===== config.mk =====
export PLATFORM = sky130hd
export DESIGN_NAME = fetch_ctrl_flat
export DESIGN_NICKNAME = d
export VERILOG_FILES = /design/src/rtl/fetch_ctrl_if.sv /design/src/rtl/fetch_ctrl.sv /design/src/flat_wrapper.sv
export SDC_FILE = /design/constraint.sdc
export NUM_CORES = 1
export LEC_CHECK = 0
export ABC_AREA = 1
export BUFFER_PORTS_ARGS = -buffer_cell sky130_fd_sc_hd__buf_2
export CAP_MARGIN = 10
export CORE_MARGIN = 2
export CORE_UTILIZATION = 57
export CTS_BUF_LIST = sky130_fd_sc_hd__clkbuf_8 sky130_fd_sc_hd__clkbuf_16
export DETAILED_ROUTE_END_ITERATION = 6
export HOLD_SLACK_MARGIN = 0.08
export PLACE_DENSITY = 0.86
export SLEW_MARGIN = 40
export SYNTH_ARGS = -nofsm -noshare
export SYNTH_HDL_FRONTEND = slang
export SYNTH_SLANG_ARGS = --single-unit

===== constraint.sdc =====
create_clock -name clk -period 5.28 [get_ports clk]
set_clock_uncertainty 0.15 [all_clocks]
set_input_delay 0.264 -clock clk [delete_from_list [all_inputs] [get_ports clk]]
set_output_delay 0.264 -clock clk [all_outputs]
set_load 0.02 [all_outputs]

===== src/rtl/fetch_ctrl_if.sv =====
// ---------------------------------------------------------------------------
// fetch_ctrl_if
//   Bundles the two handshakes of the fetch sequencer: the instruction-cache
//   request/response bus and the decoder presentation/consume bus.
//
//   master : the fetch sequencer (drives requests and the decoder buffer)
//   slave  : the environment (icache responses and decoder consume/redirect)
//
//   ic_req / ic_addr / ic_abort      sequencer -> icache
//   ic_valid / ic_inst               icache -> sequencer
//   dec_valid / dec_pc / dec_inst    sequencer -> decoder
//   dec_accept / dec_redirect(_pc)   decoder -> sequencer
// ---------------------------------------------------------------------------
interface fetch_ctrl_if;
    logic        ic_req;
    logic [31:0] ic_addr;
    logic        ic_abort;
    logic        ic_valid;
    logic [31:0] ic_inst;
    logic        dec_valid;
    logic [31:0] dec_pc;
    logic [31:0] dec_inst;
    logic        dec_accept;
    logic        dec_redirect;
    logic [31:0] dec_redirect_pc;

    modport master (
        output ic_req, ic_addr, ic_abort,
        input  ic_valid, ic_inst,
        output dec_valid, dec_pc, dec_inst,
        input  dec_accept, dec_redirect, dec_redirect_pc
    );

    modport slave (
        input  ic_req, ic_addr, ic_abort,
        output ic_valid, ic_inst,
        input  dec_valid, dec_pc, dec_inst,
        output dec_accept, dec_redirect, dec_redirect_pc
    );
endinterface


===== src/rtl/fetch_ctrl.sv =====
// ---------------------------------------------------------------------------
// fetch_ctrl
//   Instruction-fetch sequencer. Owns the PC, keeps at most one icache
//   request outstanding, buffers one returned instruction for the decoder,
//   applies decoder redirects and ROB flushes, and stops on ROB halt.
//
//   clk            clock, rising edge
//   rst_n          asynchronous active-low reset
//   i_rdy          global ready; low freezes all state and outputs
//   bus            fetch_ctrl_if.master (icache + decoder handshakes)
//   i_rob_flush    ROB misprediction flush, with i_rob_flush_pc
//   i_rob_halt     exit committed; enter HALT until reset
//   o_fetch_cnt    number of instructions consumed by the decoder
//   o_halted       high while in HALT
// ---------------------------------------------------------------------------
module fetch_ctrl #(
    parameter logic [31:0] RESET_PC = 32'h0
) (
    input  logic                clk,
    input  logic                rst_n,
    input  logic                i_rdy,
    fetch_ctrl_if.master        bus,
    input  logic                i_rob_flush,
    input  logic [31:0]         i_rob_flush_pc,
    input  logic                i_rob_halt,
    output logic [31:0]         o_fetch_cnt,
    output logic                o_halted
);

    typedef enum logic [1:0] {
        S_IDLE,
        S_REQ,
        S_HOLD,
        S_HALT
    } state_t;

    state_t      r_state,     w_state;
    logic [31:0] r_pc,        w_pc;
    logic        r_ic_req,    w_ic_req;
    logic [31:0] r_ic_addr,   w_ic_addr;
    logic        r_ic_abort,  w_ic_abort;
    logic        r_dec_valid, w_dec_valid;
    logic [31:0] r_dec_pc,    w_dec_pc;
    logic [31:0] r_dec_inst,  w_dec_inst;
    logic [31:0] r_fetch_cnt, w_fetch_cnt;
    logic        r_halted,    w_halted;

    logic        w_accept;
    logic [31:0] w_next_pc;
    logic [31:0] w_flush_pc;

    // A consume only counts while an instruction is actually buffered.
    assign w_accept   = r_dec_valid & bus.dec_accept;
    assign w_next_pc  = bus.dec_redirect ? {bus.dec_redirect_pc[31:2], 2'b00}
                                         : r_pc + 32'd4;
    assign w_flush_pc = {i_rob_flush_pc[31:2], 2'b00};

    always_ff @(posedge clk or negedge rst_n) begin
        if (!rst_n) begin
            r_state     <= S_IDLE;
            r_pc        <= RESET_PC;
            r_ic_req    <= 1'b0;
            r_ic_addr   <= RESET_PC;
            r_ic_abort  <= 1'b0;
            r_dec_valid <= 1'b0;
            r_dec_pc    <= 32'h0;
            r_dec_inst  <= 32'h0;
            r_fetch_cnt <= 32'h0;
            r_halted    <= 1'b0;
        end else begin
            r_state     <= w_state;
            r_pc        <= w_pc;
            r_ic_req    <= w_ic_req;
            r_ic_addr   <= w_ic_addr;
            r_ic_abort  <= w_ic_abort;
            r_dec_valid <= w_dec_valid;
            r_dec_pc    <= w_dec_pc;
            r_dec_inst  <= w_dec_inst;
            r_fetch_cnt <= w_fetch_cnt;
            r_halted    <= w_halted;
        end
    end

    always_comb begin
        w_state     = r_state;
        w_pc        = r_pc;
        w_ic_req    = r_ic_req;
        w_ic_addr   = r_ic_addr;
        w_ic_abort  = r_ic_abort;
        w_dec_valid = r_dec_valid;
        w_dec_pc    = r_dec_pc;
        w_dec_inst  = r_dec_inst;
        w_fetch_cnt = r_fetch_cnt;
        w_halted    = r_halted;

        if (i_rdy) begin
            // Abort is a single-cycle pulse: cleared on every advancing cycle.
            w_ic_abort = 1'b0;

            if (r_state != S_HALT && i_rob_halt) begin
                w_ic_abort  = (r_state == S_REQ);
                w_ic_req    = 1'b0;
                w_dec_valid = 1'b0;
                w_halted    = 1'b1;
                w_state     = S_HALT;
            end else if (r_state != S_HALT && i_rob_flush) begin
                w_pc        = w_flush_pc;
                w_dec_valid = 1'b0;
                if (w_accept) begin
                    w_fetch_cnt = r_fetch_cnt + 32'd1;
                end
                if (r_state == S_REQ) begin
                    // Drop the outstanding request this cycle; IDLE then
                    // issues the new one on the following cycle.
                    w_ic_abort = 1'b1;
                    w_ic_req   = 1'b0;
                    w_state    = S_IDLE;
                end else begin
                    w_ic_req  = 1'b1;
                    w_ic_addr = w_flush_pc;
                    w_state   = S_REQ;
                end
            end else begin
                case (r_state)
                    S_IDLE: begin
                        w_ic_req  = 1'b1;
                        w_ic_addr = {r_pc[31:2], 2'b00};
                        w_state   = S_REQ;
                    end
                    S_REQ: begin
                        if (bus.ic_valid) begin
                            w_dec_inst  = bus.ic_inst;
                            w_dec_pc    = r_pc;
                            w_dec_valid = 1'b1;
                            w_ic_req    = 1'b0;
                            w_state     = S_HOLD;
                        end
                    end
                    S_HOLD: begin
                        if (w_accept) begin
                            w_dec_valid = 1'b0;
                            w_fetch_cnt = r_fetch_cnt + 32'd1;
                            w_pc        = w_next_pc;
                            w_ic_req    = 1'b1;
                            w_ic_addr   = {w_next_pc[31:2], 2'b00};
                            w_state     = S_REQ;
                        end
                    end
                    S_HALT: begin
                        w_state = S_HALT;
                    end
                    default: begin
                        w_state = S_IDLE;
                    end
                endcase
            end
        end
    end

    assign bus.ic_req    = r_ic_req;
    assign bus.ic_addr   = r_ic_addr;
    assign bus.ic_abort  = r_ic_abort;
    assign bus.dec_valid = r_dec_valid;
    assign bus.dec_pc    = r_dec_pc;
    assign bus.dec_inst  = r_dec_inst;
    assign o_fetch_cnt   = r_fetch_cnt;
    assign o_halted      = r_halted;

endmodule


===== src/flat_wrapper.sv =====
// flat-port wrapper written by rule: the top's interface ports become plain ports
module fetch_ctrl_flat 
#(
    parameter logic [31:0] RESET_PC = 32'h0
)
  (clk, rst_n, i_rdy, i_rob_flush, i_rob_flush_pc, i_rob_halt, o_fetch_cnt, o_halted, bus_ic_req, bus_ic_addr, bus_ic_abort, bus_ic_valid, bus_ic_inst, bus_dec_valid, bus_dec_pc, bus_dec_inst, bus_dec_accept, bus_dec_redirect, bus_dec_redirect_pc);
  fetch_ctrl_if bus_i ();
  input  logic clk;
  input  logic rst_n;
  input  logic i_rdy;
  input  logic i_rob_flush;
  input  logic [31:0] i_rob_flush_pc;
  input  logic i_rob_halt;
  output logic [31:0] o_fetch_cnt;
  output logic o_halted;
  output wire logic [$bits(bus_i.ic_req)-1:0] bus_ic_req;
  output wire logic [$bits(bus_i.ic_addr)-1:0] bus_ic_addr;
  output wire logic [$bits(bus_i.ic_abort)-1:0] bus_ic_abort;
  input wire logic [$bits(bus_i.ic_valid)-1:0] bus_ic_valid;
  input wire logic [$bits(bus_i.ic_inst)-1:0] bus_ic_inst;
  output wire logic [$bits(bus_i.dec_valid)-1:0] bus_dec_valid;
  output wire logic [$bits(bus_i.dec_pc)-1:0] bus_dec_pc;
  output wire logic [$bits(bus_i.dec_inst)-1:0] bus_dec_inst;
  input wire logic [$bits(bus_i.dec_accept)-1:0] bus_dec_accept;
  input wire logic [$bits(bus_i.dec_redirect)-1:0] bus_dec_redirect;
  input wire logic [$bits(bus_i.dec_redirect_pc)-1:0] bus_dec_redirect_pc;
  assign bus_ic_req = bus_i.ic_req;
  assign bus_ic_addr = bus_i.ic_addr;
  assign bus_ic_abort = bus_i.ic_abort;
  assign bus_i.ic_valid = bus_ic_valid;
  assign bus_i.ic_inst = bus_ic_inst;
  assign bus_dec_valid = bus_i.dec_valid;
  assign bus_dec_pc = bus_i.dec_pc;
  assign bus_dec_inst = bus_i.dec_inst;
  assign bus_i.dec_accept = bus_dec_accept;
  assign bus_i.dec_redirect = bus_dec_redirect;
  assign bus_i.dec_redirect_pc = bus_dec_redirect_pc;
  fetch_ctrl #(.RESET_PC(RESET_PC)) u_core (.clk(clk), .rst_n(rst_n), .i_rdy(i_rdy), .bus(bus_i), .i_rob_flush(i_rob_flush), .i_rob_flush_pc(i_rob_flush_pc), .i_rob_halt(i_rob_halt), .o_fetch_cnt(o_fetch_cnt), .o_halted(o_halted));
endmodule

==> flow_summary.yaml <==
clocking:
  htreeDepth: 4
  clk_pin_slew_ns: 0.06
  cts_resized: 0
  ctsLongestPathBuffers: 2
  cts_tree: "built"
  clock_sinks: 160
  cts_inserted_buffers: 17
  ctsHoldBuffers: 67
  cts-root-buf: "clkbuf_16"
  clk_latency_ns: 0.43
  postCtsSetupBuffers: 0
worst_setup_path:
  path_class: "flip-flop to flip-flop"
  required_ns: 5.44
  start_kind: "flip-flop"
  path_max_fanout: 60
  reg2reg_setup_slack_ns: 1.77
  r2r_cells: 9
  r2r_start: "u_core.r_state[0]$_DFFE_PN0P_"
  critical_path_arrival_ns: 3.67
  worstSetupEndpointType: "flip-flop"
  r2r-end: "u_core.r_pc[8]$_DFFE_PN0P_"
global_routing:
  first_global_vias: 8541
  globalRouteOverflowTotal: 0
  grt_antenna_before_repair: 0
  grt_use_total_pct: 32.7
  grt_pass1_wl_mm: 41.4
  grt_max_degree: 64
drt:
  drt_iter0_markers: 753
  drc: 0
  first_pass_iters: 6
  ant_nets: 0
  via_per_inst: 5.57
  wire_per_inst_um: 16.6
  dr_total_vias: 8548
  drt-total-wl_mm: 25.5
power:
  swShare_pct: 44.7
  switchingPower_w: 0.00274
  p_int_w: 0.00339
  pwr-share-comb_pct: 44.7
  leakage_nw: 5.58
  p_clk_share_pct: 21.0
  seq_power_share_pct: 34.3
  p_per_area_nw_per_um2: 558
  ir_drop_v: 0.000320
floorplanning:
  num_io_pins: 236
  dieHeight_um: 126
  dieArea_um2: 15800
  rows: 44
  start_util_pct: 58.2
  die_w_um: 126
  coreArea_um2: 14500
synthesis:
  yosys.area_share.simple_pct: 26.1
  syn_area_um2: 8460
  synth_warnings: 0
  ys_ff_latch: 160
  synthMuxAreaShare_pct: 4.39
  synth-adder-area-share_pct: 1.04
  syn_avg_cell_area_um2: 7.96
  synthCells: 1062
  synth_compound_area_share_pct: 11.1
  async_flop_share_pct: 100
  synth_top_family_by_area: "simple AND/OR/NAND/NOR gates"
  synth_top_flop_cell: "dfrtp_1"
  ys_types: 42
  synth_seq_area_share_pct: 47.4
  synth_xor_xnor_area_share_pct: 3.63
  synth_edf_count: 0
timing:
  relSlewSlack_pct: 50.7
  max_freq_mhz: 285
  post-route-period-util_pct: 66.5
  min_period_ns: 3.51
  finalMaxSlewViolations: 0
  worstMarginPinSlew_ns: 0.739
  hold_viol_final: 0
  finalSetupTns_ns: 0
  rsz0062_at_grt: "false"
  finalSetupViolCount: 0
placement:
  io_buffers: 227
  dp_cells: 1435
  routabilityCongestion: 0.938
  dp_hpwl_mm: 16.8
cells_and_area:
  multiInputGateArea_um2: 3950
  finalNonFillerCells: 1535
  drive_gt1_share_pct: 22.3
  n_antenna_cell: 0
  fill_cells: 1041
  seqCellArea_um2: 4000
  nets: 1449
  area_growth_pct: 29.9
hold_path:
  holdPathStages: 5
  min_from: "bus_dec_redirect_pc[7]"
  min_path_type: "input pin to flip-flop"
  whs_endpoint: "u_core.r_pc[7]$_DFFE_PN0P_"
flow_run:
  maxCapViolCount: 0
status:
  status: "finished, final reports clean"
## cell usage in the layout (no fill, tap or decap), drive strengths merged
cell type,instances
nand2,291
buf,233
dfrtp,160
nor2,135
inv,85
o21ai,77
dlygate4sd3,67
nand3,63
a21oi,52
a31oi,33
mux2,33
xor2,22
clkbuf,19
xnor2,13
nand4,12
nor3,12
ha,7
or2,6
clkinv,5
o21bai,4
o211ai,4
conb,4
clkinvlp,4
bufinv,3
nor4,2
o31ai,2
o41ai,1
and2,1
o22ai,1
## flip-flops by register name, indices dropped and copies added (netlist names)
signal / count
u_core.r_pc: 30
u_core.o_fetch_cnt: 32
u_core.bus.ic_addr: 30
u_core.o_halted: 1
u_core.bus.dec_pc: 30
u_core.bus.ic_abort: 1
u_core.r_state: 2
u_core.bus.dec_inst: 32
u_core.bus.ic_req: 1
u_core.bus.dec_valid: 1
## layout make-up
type,instances,share of cell area [%]
Sequential cell,160,36.4
Multi-Input combinational cell,775,35.9
Timing Repair Buffer,300,17.0
Clock buffer,19,4.12
Inverter,84,2.92
Tap cell,184,2.10
Clock inverter,13,1.46
## cells in the mapped netlist (7+ instances only)
master,n,area share (%)
dfrtp_1,160,47
nand3_1,61,3.6
a31oi_1,33,2.4
xnor2_1,13,1.3
mux2_1,32,4.3
nand2_1,287,13
clkbuf_1,25,1.1
nand4_1,10,0.74
ha_1,7,1.0
inv_2,7,0.31
buf_4,7,0.62
buf_2,10,0.59
nor2_2,9,0.67
inv_1,76,3.4
nor2_1,125,5.5
o21ai_0,70,4.1
nor3_1,8,0.47
xor2_1,22,2.3
o21ai_1,7,0.41
a21oi_1,52,3.1
## how the worst max path moves through the flow
stage / startpoint / to / slack (ns) / cells past startpoint
after floorplan: u_core.r_state[0]$_DFFE_PN0P_ / u_core.o_fetch_cnt[25]$_DFFE_PN0P_ / 3.32 / 11
after global routing: u_core.r_state[0]$_DFFE_PN0P_ / u_core.r_pc[8]$_DFFE_PN0P_ / 1.53 / 10
after CTS: u_core.r_state[0]$_DFFE_PN0P_ / u_core.r_pc[8]$_DFFE_PN0P_ / 1.79 / 9
after detailed placement: u_core.r_state[0]$_DFFE_PN0P_ / u_core.o_fetch_cnt[25]$_DFFE_PN0P_ / 2.03 / 11
final: u_core.r_state[0]$_DFFE_PN0P_ / u_core.r_pc[8]$_DFFE_PN0P_ / 1.77 / 9
after global placement: u_core.r_state[0]$_DFFE_PN0P_ / u_core.o_fetch_cnt[25]$_DFFE_PN0P_ / 2.07 / 11
## stage by stage
| step | power (W) | utilization (%) | hold slack [ns] | setup slack [ns] | instance area, µm² |
|---|---|---|---|---|---|
| after floorplan | 0.00386 | - | -0.182 | 3.32 | 8470 |
| after detailed placement | 0.00473 | 66.6 | 0.0979 | 2.03 | 9680 |
| after CTS | 0.00608 | 75.4 | 0.0808 | 1.79 | 11000 |
| final | 0.00613 | 75.6 | 0.0922 | 1.77 | 11000 |
| after global routing | 0.00654 | 75.6 | 0.127 | 1.53 | 11000 |
| after global placement | 0.00463 | 66.6 | 0.0952 | 2.07 | 9680 |
## power groups by stage
stage / Clock [W] / Combinational, W / Sequential [W]
6_report: 0.00129 / 0.00274 / 0.00210
5_1_grt: 0.00135 / 0.00303 / 0.00216
4_1_cts: 0.00129 / 0.00271 / 0.00209
3_5_place_dp: 0 / 0.00263 / 0.00210
3_3_place_gp: 0 / 0.00255 / 0.00207
2_1_floorplan: 0 / 0.00137 / 0.00249
## routing by layer
metal / part of all wire [%] / vias to the layer above / track usage (%)
li1: - / 4009 / -
met5: 0 / - / 0
met4: 3.0 / 0 / 13.9
met2: 49 / 439 / 55.3
met1: 39 / 4024 / 39.8
met3: 8.9 / 76 / 8.67
## logic make-up (layout without fill, tap and decap cells)
group,Yosys count,in the layout
other cells,1,4
mux,33,33
xor+xnor,35,35
compound gates,174,174
simple gates,522,522
flops,160,160
fa+ha+maj,7,7
buf+inv,130,416
## critical path: stages, from the launching register on
cell           delay [ns]
dfrtp_1              0.43
inv_1                0.10
ha_1                 0.42
inv_2                0.35
nand2_4              0.42
nand2_1              0.16
nor2_4               0.09
buf_4                0.52
a31oi_1              0.15
dlygate4sd3_1        0.58
No activity file was read; power rests on OpenSTA's default activity.
